**src/rtl/doa_pkg.sv**
```systemverilog
// Shared types and constants for the DOA sequencer slice:
// FSM state enum, fixed field widths and the published result bundle.
package doa_pkg;

  localparam int NUM_BEAMS = 13;
  localparam int NUM_MICS  = 4;
  localparam int BIN_W     = 10;
  localparam int DOA_W     = 8;
  localparam int BEAM_W    = 4;
  localparam int SEQ_MAX_W = 16;
  localparam int OVR_W     = 8;

  typedef enum logic [2:0] {
    S_IDLE,
    S_WAIT_FRAME,
    S_FFT,
    S_DETECT,
    S_BEAM
  } state_t;

  // seq is carried at its widest size; the top narrows it to SEQ_W
  typedef struct packed {
    logic [DOA_W-1:0]     doa;
    logic [BIN_W-1:0]     bin;
    logic [BEAM_W-1:0]    beam;
    logic [SEQ_MAX_W-1:0] seq;
  } result_t;

  // states that wait on an external done pulse under the watchdog
  function automatic logic in_stage(state_t s);
    return (s == S_FFT) || (s == S_DETECT) || (s == S_BEAM);
  endfunction

endpackage

```
**src/rtl/stage_watchdog.sv**
```systemverilog
// Per-stage watchdog: counter cleared on stage entry, counts while run.
// Ports: clk, reset, clear, run in; expired out (limit reached while run).
module stage_watchdog #(
  parameter int LIMIT = 65535
) (
  input  logic clk,
  input  logic reset,
  input  logic clear,
  input  logic run,
  output logic expired
);

  localparam int CW = $clog2(LIMIT + 1);

  logic [CW-1:0] cnt;

  assign expired = run && (cnt == CW'(LIMIT - 1));

  always_ff @(posedge clk) begin
    if (reset || clear)
      cnt <= '0;
    else if (run && !expired)
      cnt <= cnt + CW'(1);
  end

endmodule

```
**src/rtl/doa_sequencer.sv**
```systemverilog
// DOA frame sequencer: FFT -> peak detect -> beam weighting, then publish.
// Ports: stage start/done handshakes, result regs + ack, busy, error status.
module doa_sequencer
  import doa_pkg::*;
#(
  parameter int TIMEOUT_CYCLES = 65535,
  parameter int SEQ_W          = 8
) (
  input  logic             clk,
  input  logic             reset,
  input  logic             enable,
  input  logic             frame_ready,
  output logic             fft_start,
  input  logic             fft_done,
  output logic             detect_start,
  input  logic             detect_done,
  input  logic [9:0]       maxbin_in,
  output logic             wb_trigger,
  output logic [9:0]       wb_maxbin,
  input  logic             wb_done,
  input  logic [7:0]       wb_doa,
  input  logic [3:0]       wb_bnum,
  output logic             result_valid,
  output logic [7:0]       result_doa,
  output logic [9:0]       result_bin,
  output logic [3:0]       result_beam,
  output logic [SEQ_W-1:0] result_seq,
  input  logic             result_ack,
  output logic             busy,
  output logic [7:0]       overrun_cnt,
  output logic             timeout_err,
  input  logic             err_clr
);

  state_t state, state_n;

  logic fft_go, det_go, wb_go;
  logic latch_bin, publish, tmo;
  logic expired, wd_clear, wd_run;
  logic ovr_inc;

  logic [SEQ_W-1:0] seq_q;
  result_t          res_q;

  assign wd_run   = in_stage(state);
  assign wd_clear = (state_n != state) && in_stage(state_n);

  stage_watchdog #(
    .LIMIT(TIMEOUT_CYCLES)
  ) u_wd (
    .clk    (clk),
    .reset  (reset),
    .clear  (wd_clear),
    .run    (wd_run),
    .expired(expired)
  );

  always_ff @(posedge clk) begin
    if (reset)
      state <= S_IDLE;
    else
      state <= state_n;
  end

  // a done pulse beats a watchdog expiry in the same cycle
  always_comb begin
    state_n   = state;
    fft_go    = 1'b0;
    det_go    = 1'b0;
    wb_go     = 1'b0;
    latch_bin = 1'b0;
    publish   = 1'b0;
    tmo       = 1'b0;
    unique case (state)
      S_IDLE: begin
        if (enable)
          state_n = S_WAIT_FRAME;
      end
      S_WAIT_FRAME: begin
        if (!enable) begin
          state_n = S_IDLE;
        end else if (frame_ready) begin
          state_n = S_FFT;
          fft_go  = 1'b1;
        end
      end
      S_FFT: begin
        if (fft_done) begin
          state_n = S_DETECT;
          det_go  = 1'b1;
        end else if (expired) begin
          tmo     = 1'b1;
          state_n = enable ? S_WAIT_FRAME : S_IDLE;
        end
      end
      S_DETECT: begin
        if (detect_done) begin
          latch_bin = 1'b1;
          if (maxbin_in == '0) begin
            state_n = enable ? S_WAIT_FRAME : S_IDLE;
          end else begin
            state_n = S_BEAM;
            wb_go   = 1'b1;
          end
        end else if (expired) begin
          tmo     = 1'b1;
          state_n = enable ? S_WAIT_FRAME : S_IDLE;
        end
      end
      S_BEAM: begin
        if (wb_done) begin
          publish = 1'b1;
          state_n = enable ? S_WAIT_FRAME : S_IDLE;
        end else if (expired) begin
          tmo     = 1'b1;
          state_n = enable ? S_WAIT_FRAME : S_IDLE;
        end
      end
      default: state_n = S_IDLE;
    endcase
  end

  always_ff @(posedge clk) begin
    if (reset) begin
      fft_start    <= 1'b0;
      detect_start <= 1'b0;
      wb_trigger   <= 1'b0;
    end else begin
      fft_start    <= fft_go;
      detect_start <= det_go;
      wb_trigger   <= wb_go;
    end
  end

  always_ff @(posedge clk) begin
    if (reset)
      wb_maxbin <= '0;
    else if (latch_bin)
      wb_maxbin <= maxbin_in;
  end

  always_ff @(posedge clk) begin
    if (reset)
      seq_q <= '0;
    else if (fft_go)
      seq_q <= seq_q + SEQ_W'(1);
  end

  always_ff @(posedge clk) begin
    if (reset) begin
      res_q        <= '0;
      result_valid <= 1'b0;
    end else if (publish) begin
      if (!result_valid || result_ack) begin
        res_q <= '{doa:  wb_doa,
                   bin:  wb_maxbin,
                   beam: wb_bnum,
                   seq:  SEQ_MAX_W'(seq_q)};
        result_valid <= 1'b1;
      end
    end else if (result_ack) begin
      result_valid <= 1'b0;
    end
  end

  assign ovr_inc = publish && result_valid && !result_ack;

  // a new event wins over a clear landing in the same cycle
  always_ff @(posedge clk) begin
    if (reset)
      overrun_cnt <= '0;
    else if (ovr_inc)
      overrun_cnt <= err_clr ? 8'd1 :
                     (overrun_cnt == 8'hFF) ? overrun_cnt :
                     overrun_cnt + 8'd1;
    else if (err_clr)
      overrun_cnt <= '0;
  end

  always_ff @(posedge clk) begin
    if (reset)
      timeout_err <= 1'b0;
    else if (tmo)
      timeout_err <= 1'b1;
    else if (err_clr)
      timeout_err <= 1'b0;
  end

  assign result_doa  = res_q.doa;
  assign result_bin  = res_q.bin;
  assign result_beam = res_q.beam;
  assign result_seq  = SEQ_W'(res_q.seq);
  assign busy        = (state != S_IDLE);

endmodule

```
**config.mk**
```make
export PLATFORM = sky130hd
export DESIGN_NAME = doa_sequencer
export DESIGN_NICKNAME = d
export VERILOG_FILES = /design/src/rtl/doa_pkg.sv /design/src/rtl/stage_watchdog.sv /design/src/rtl/doa_sequencer.sv
export SDC_FILE = /design/constraint.sdc
export NUM_CORES = 1
export LEC_CHECK = 0
export ABC_AREA = 1
export CORE_ASPECT_RATIO = 0.7
export CORE_MARGIN = 3
export CORE_UTILIZATION = 33
export CTS_BUF_LIST = sky130_fd_sc_hd__clkbuf_8
export DETAILED_ROUTE_END_ITERATION = 10
export GPL_ROUTABILITY_DRIVEN = 0
export HOLD_SLACK_MARGIN = 0.15
export MAX_ROUTING_LAYER = met4
export PLACE_DENSITY = 0.71
export SYNTH_ARGS = -nofsm -noshare
export SYNTH_HDL_FRONTEND = slang
export SYNTH_SLANG_ARGS = --single-unit
```
**constraint.sdc**
```tcl
create_clock -name clk -period 1.9 [get_ports clk]
set_input_delay 0.475 -clock clk [delete_from_list [all_inputs] [get_ports clk]]
set_output_delay 0.475 -clock clk [all_outputs]
set_load 0.005 [all_outputs]
```
==> impl_metrics.csv <==
group,metric,value,unit
outcome,status,"finished clean",
setup_path,crit_cells,14,
timing,finalSetupViolCount,0,
placement,dpl_cell_area,4687,sq um
layout,postLayoutCellArea,5177,sq um
setup_path,criticalPathCategory,"reg -> reg",
die,core,10020,sq um
layout,area_delta_synth_final,48.00,%
yosys,ys_seq_area_share,45.78,%
grt,gr-usage-met2,24.61,%
routing,drtPass1Iterations,4,
yosys,synth_edf_count,0,
placement,port_buffers,84,
power,ir_drop,0.0004393,V
yosys,ys.flop_type,"dfxtp_1",
timing,relSlewSlack,61.45,%
clocking,cts_hold_buffers,0,
setup_path,crit_buf_inv,1,
layout,fill_cells,944,
routing,drt-total-wl,9.211,mm
layout,drive_above_1_share,22.32,%
hold_path,min_to,"wb_maxbin[6]",
grt,antenna_found_initial,0,
clocking,cts.clk_slew.worst_paths,80,ps
setup_path,cp_max_fo,8,
yosys,synth_fp_nets,497,
power,p_per_area,600.4,nW/um^2
routing,drc_errors,0,
clocking,cts.sinks,80,
clocking,cts_root_buf,"clkbuf_8",
timing,period_minus_slack,1873,ps
grt,grt_max_degree,47,
timing,rsz0062_at_grt,"true",
setup_path,rr_endpoint,"u_wd.cnt[10]",
timing,period_share,98.57,%
die,die_w,129.1,microns
yosys,yosys_warnings,0,
routing,detail-route-antenna-nets,0,
timing,drv_slew,0,
die,start_util,34.91,%
layout,diodes,0,
placement,post-dp-hpwl,6.495,mm
timing,hold_violations,0,
routing,vias_per_cell,4.628,
setup_path,critical_path.top_delay_family,"simple AND/OR/NAND/NOR gates",
setup_path,max_stage_delay,350,ps
setup_path,cp_cell_sequence,"nand2_1 -> nor2_2 -> nand2_2 -> inv_2 -> nand3_2 -> nand2_2 -> nand3_2 -> nand2_2 -> nor2_2 -> nand2_1 -> nand3_2 -> nand2_4 -> nand2_8 -> nor2_4",
grt,grt_usage,15.89,%
yosys,ys_async_sr_fraction,0,%
timing,skew,5.863,ps
setup_path,ff2ff_path_depth,14,
hold_path,hold_path_class,"in -> reg",
yosys,synth_area,3498,sq um
routing,drt_iter0_markers,176,
yosys,synth_area_per_cell,7.572,sq um
setup_path,cpMaxStageDelayCell,"dfxtp_2",
setup_path,worst-r2r-setup-slack,30,ps
clocking,cts_tree,"built",
power,power,3.109,mW
setup_path,cp-start-kind,"flop",
clocking,htreeDepth,3,
clocking,cts_buffer_depth,2,
yosys,ys_types,34,
grt,grt_pass1_vias,3253,
flow_run,drv_cap,0,
die,num_rows,30,
hold_path,hold_start,"maxbin_in[6]",
setup_path,cp-end-kind,"flop",
clocking,insertion_delay,350,ps
grt,grt.busiest_layer,"met2",
hold_path,hold_path_depth,3,
layout,fin_nets,617,
grt,globalRouteOverflowTotal,0,
timing,whs,458.7,ps
timing,tightest_slew,572.9,ps
timing,fmaxAchievable,533.9,MHz
die,fp.dieArea,11890,sq um
grt,use_met3,3.842,%
routing,vias,3309,
yosys,syn_inst,462,
setup_path,crit_required,2190,ps
routing,post_drt_wl_per_cell,12.88,microns
grt,grt_pass1_wl,14.92,mm
die,fp.dieH,92.15,microns
yosys,synth-seq-cells,80,
clocking,cts_buffers,9,
power,p_leak,2.177,nW
setup_path,cp.arrival,2170,ps
setup_path,r2r-start,"u_wd.cnt[8]",
grt,use_met1,20.42,%
die,io_pins,85,
[how the worst max path moves through the flow]
stage | from | to | slack, ps
final | u_wd.cnt[8] | u_wd.cnt[10] | 30
after global routing | u_wd.cnt[8] | u_wd.cnt[10] | -120
after CTS | state[2] | busy | 3
after detailed placement | maxbin_in[0] | u_wd.cnt[2] | -610
after global placement | maxbin_in[0] | u_wd.cnt[0] | -520
after floorplan | maxbin_in[0] | u_wd.cnt[13] | 80
[placed cells by master (no fill, tap or decap), drive strengths merged, types with 2 or more instances in the layout]
cell type | synthesis | routed
nor2 | 83 | 83
ha | 4 | 4
buf | 3 | 39
and2 | 2 | 2
clkinv | 1 | 3
inv | 67 | 69
dfxtp | 80 | 80
nor3 | 5 | 5
dlygate4sd2 | 0 | 5
nand3 | 24 | 24
xor2 | 8 | 8
clkdlybuf4s50 | 0 | 72
nand4 | 5 | 5
dlymetal6s2s | 0 | 7
nand2 | 61 | 62
clkbuf | 12 | 10
a221oi | 5 | 5
xnor2 | 7 | 7
nor4 | 3 | 3
o21ai | 49 | 49
a21oi | 39 | 39
[registers in the layout (all words and copies together) (netlist names), 3 cells and up]
register and flops:
overrun_cnt 8, result_beam 4, result_bin 10, result_doa 8, result_seq 8, seq_q 8
state 3, u_wd.cnt 16, wb_maxbin 10
[report_power, final]
group	switching, mW	total, mW	leakage [nW]	internal, mW
logic	0.0921	0.184	1.42	0.0919
registers	0.00241	1.68	0.651	1.68
clock network	0.610	1.25	0.103	0.635
[logic make-up (layout without fill, tap and decap cells)]
| group | count (synthesis) | in the layout | synth area share (%) |
|---|---|---|---|
| AOI/OAI and AO/OA | 94 | 94 | 14.38 |
| xor gates and xnor gates | 15 | 15 | 3.755 |
| adders and majority gates | 4 | 4 | 1.431 |
| buffers and inverters | 83 | 207 | 9.442 |
| DFF | 80 | 80 | 45.78 |
| muxes | 1 | 1 | 0.2861 |
| and+or+nand+nor | 185 | 186 | 24.93 |
[repair_timing]
item / CTS / global route
buffers inserted: 0 / 6
gates cloned: 1 / 0
pin swaps: 16 / 21
resized for setup: 25 / 54
setup endpoints to repair: 17 / 24
[worst register-to-register path: cells and delay by family, from the launching register on]
family | cells | cell delay [ps]
flops | 1 | 350
simple gates | 13 | 1390
buf+inv | 1 | 70
[per-stage QoR]
| stage | setup WS, ps | utilization, % | std cells | setup TNS, ps |
|---|---|---|---|---|
| 4_1_cts | 3.353 | 49.43 | 709 | 0 |
| 6_report | 27.15 | 51.66 | 715 | 0 |
| 3_3_place_gp | -521.3 | 46.77 | 692 | -13180 |
| 3_5_place_dp | -607.2 | 46.77 | 692 | -14610 |
| 5_1_grt | -118.9 | 51.66 | 715 | -1315 |
| 2_1_floorplan | 79.39 | - | 462 | 0 |
[layout make-up]
type | count | area [sq um] | area share, %
Clock inverter | 6 | 60.06 | 1.160
Multi-Input combinational cell | 300 | 1785 | 34.49
Tap cell | 128 | 160.2 | 3.093
Inverter | 68 | 257.7 | 4.978
Clock buffer | 10 | 137.6 | 2.658
Timing Repair Buffer | 123 | 1157 | 22.35
Sequential cell | 80 | 1619 | 31.27
[cells in the mapped netlist (4+ instances only)]
master     n  share of area (%)
nand4_1    4               0.72
nand2_2    5               0.89
xor2_1     8                2.0
dfxtp_1   80                 46
a221oi_1   5                1.3
o21ai_0   48                6.9
a21oi_1   39                5.6
nor2_4     5                1.6
clkbuf_1  12                1.3
xnor2_1    7                1.8
nand2_1   55                5.9
nor2_1    68                7.3
nor2_2    10                1.8
ha_1       4                1.4
nor3_1     4               0.57
nand3_1   22                3.1
inv_1     66                7.1
[per-layer routing]
layer	wire length [microns]	up-vias	part of all wire, %
li1	-	1721	-
met1	4373	1500	47
met2	4342	76	47
met3	353	12	3.8
met4	142	0	1.5
met5	0	-	0
(Power assumes the default switching activity.)
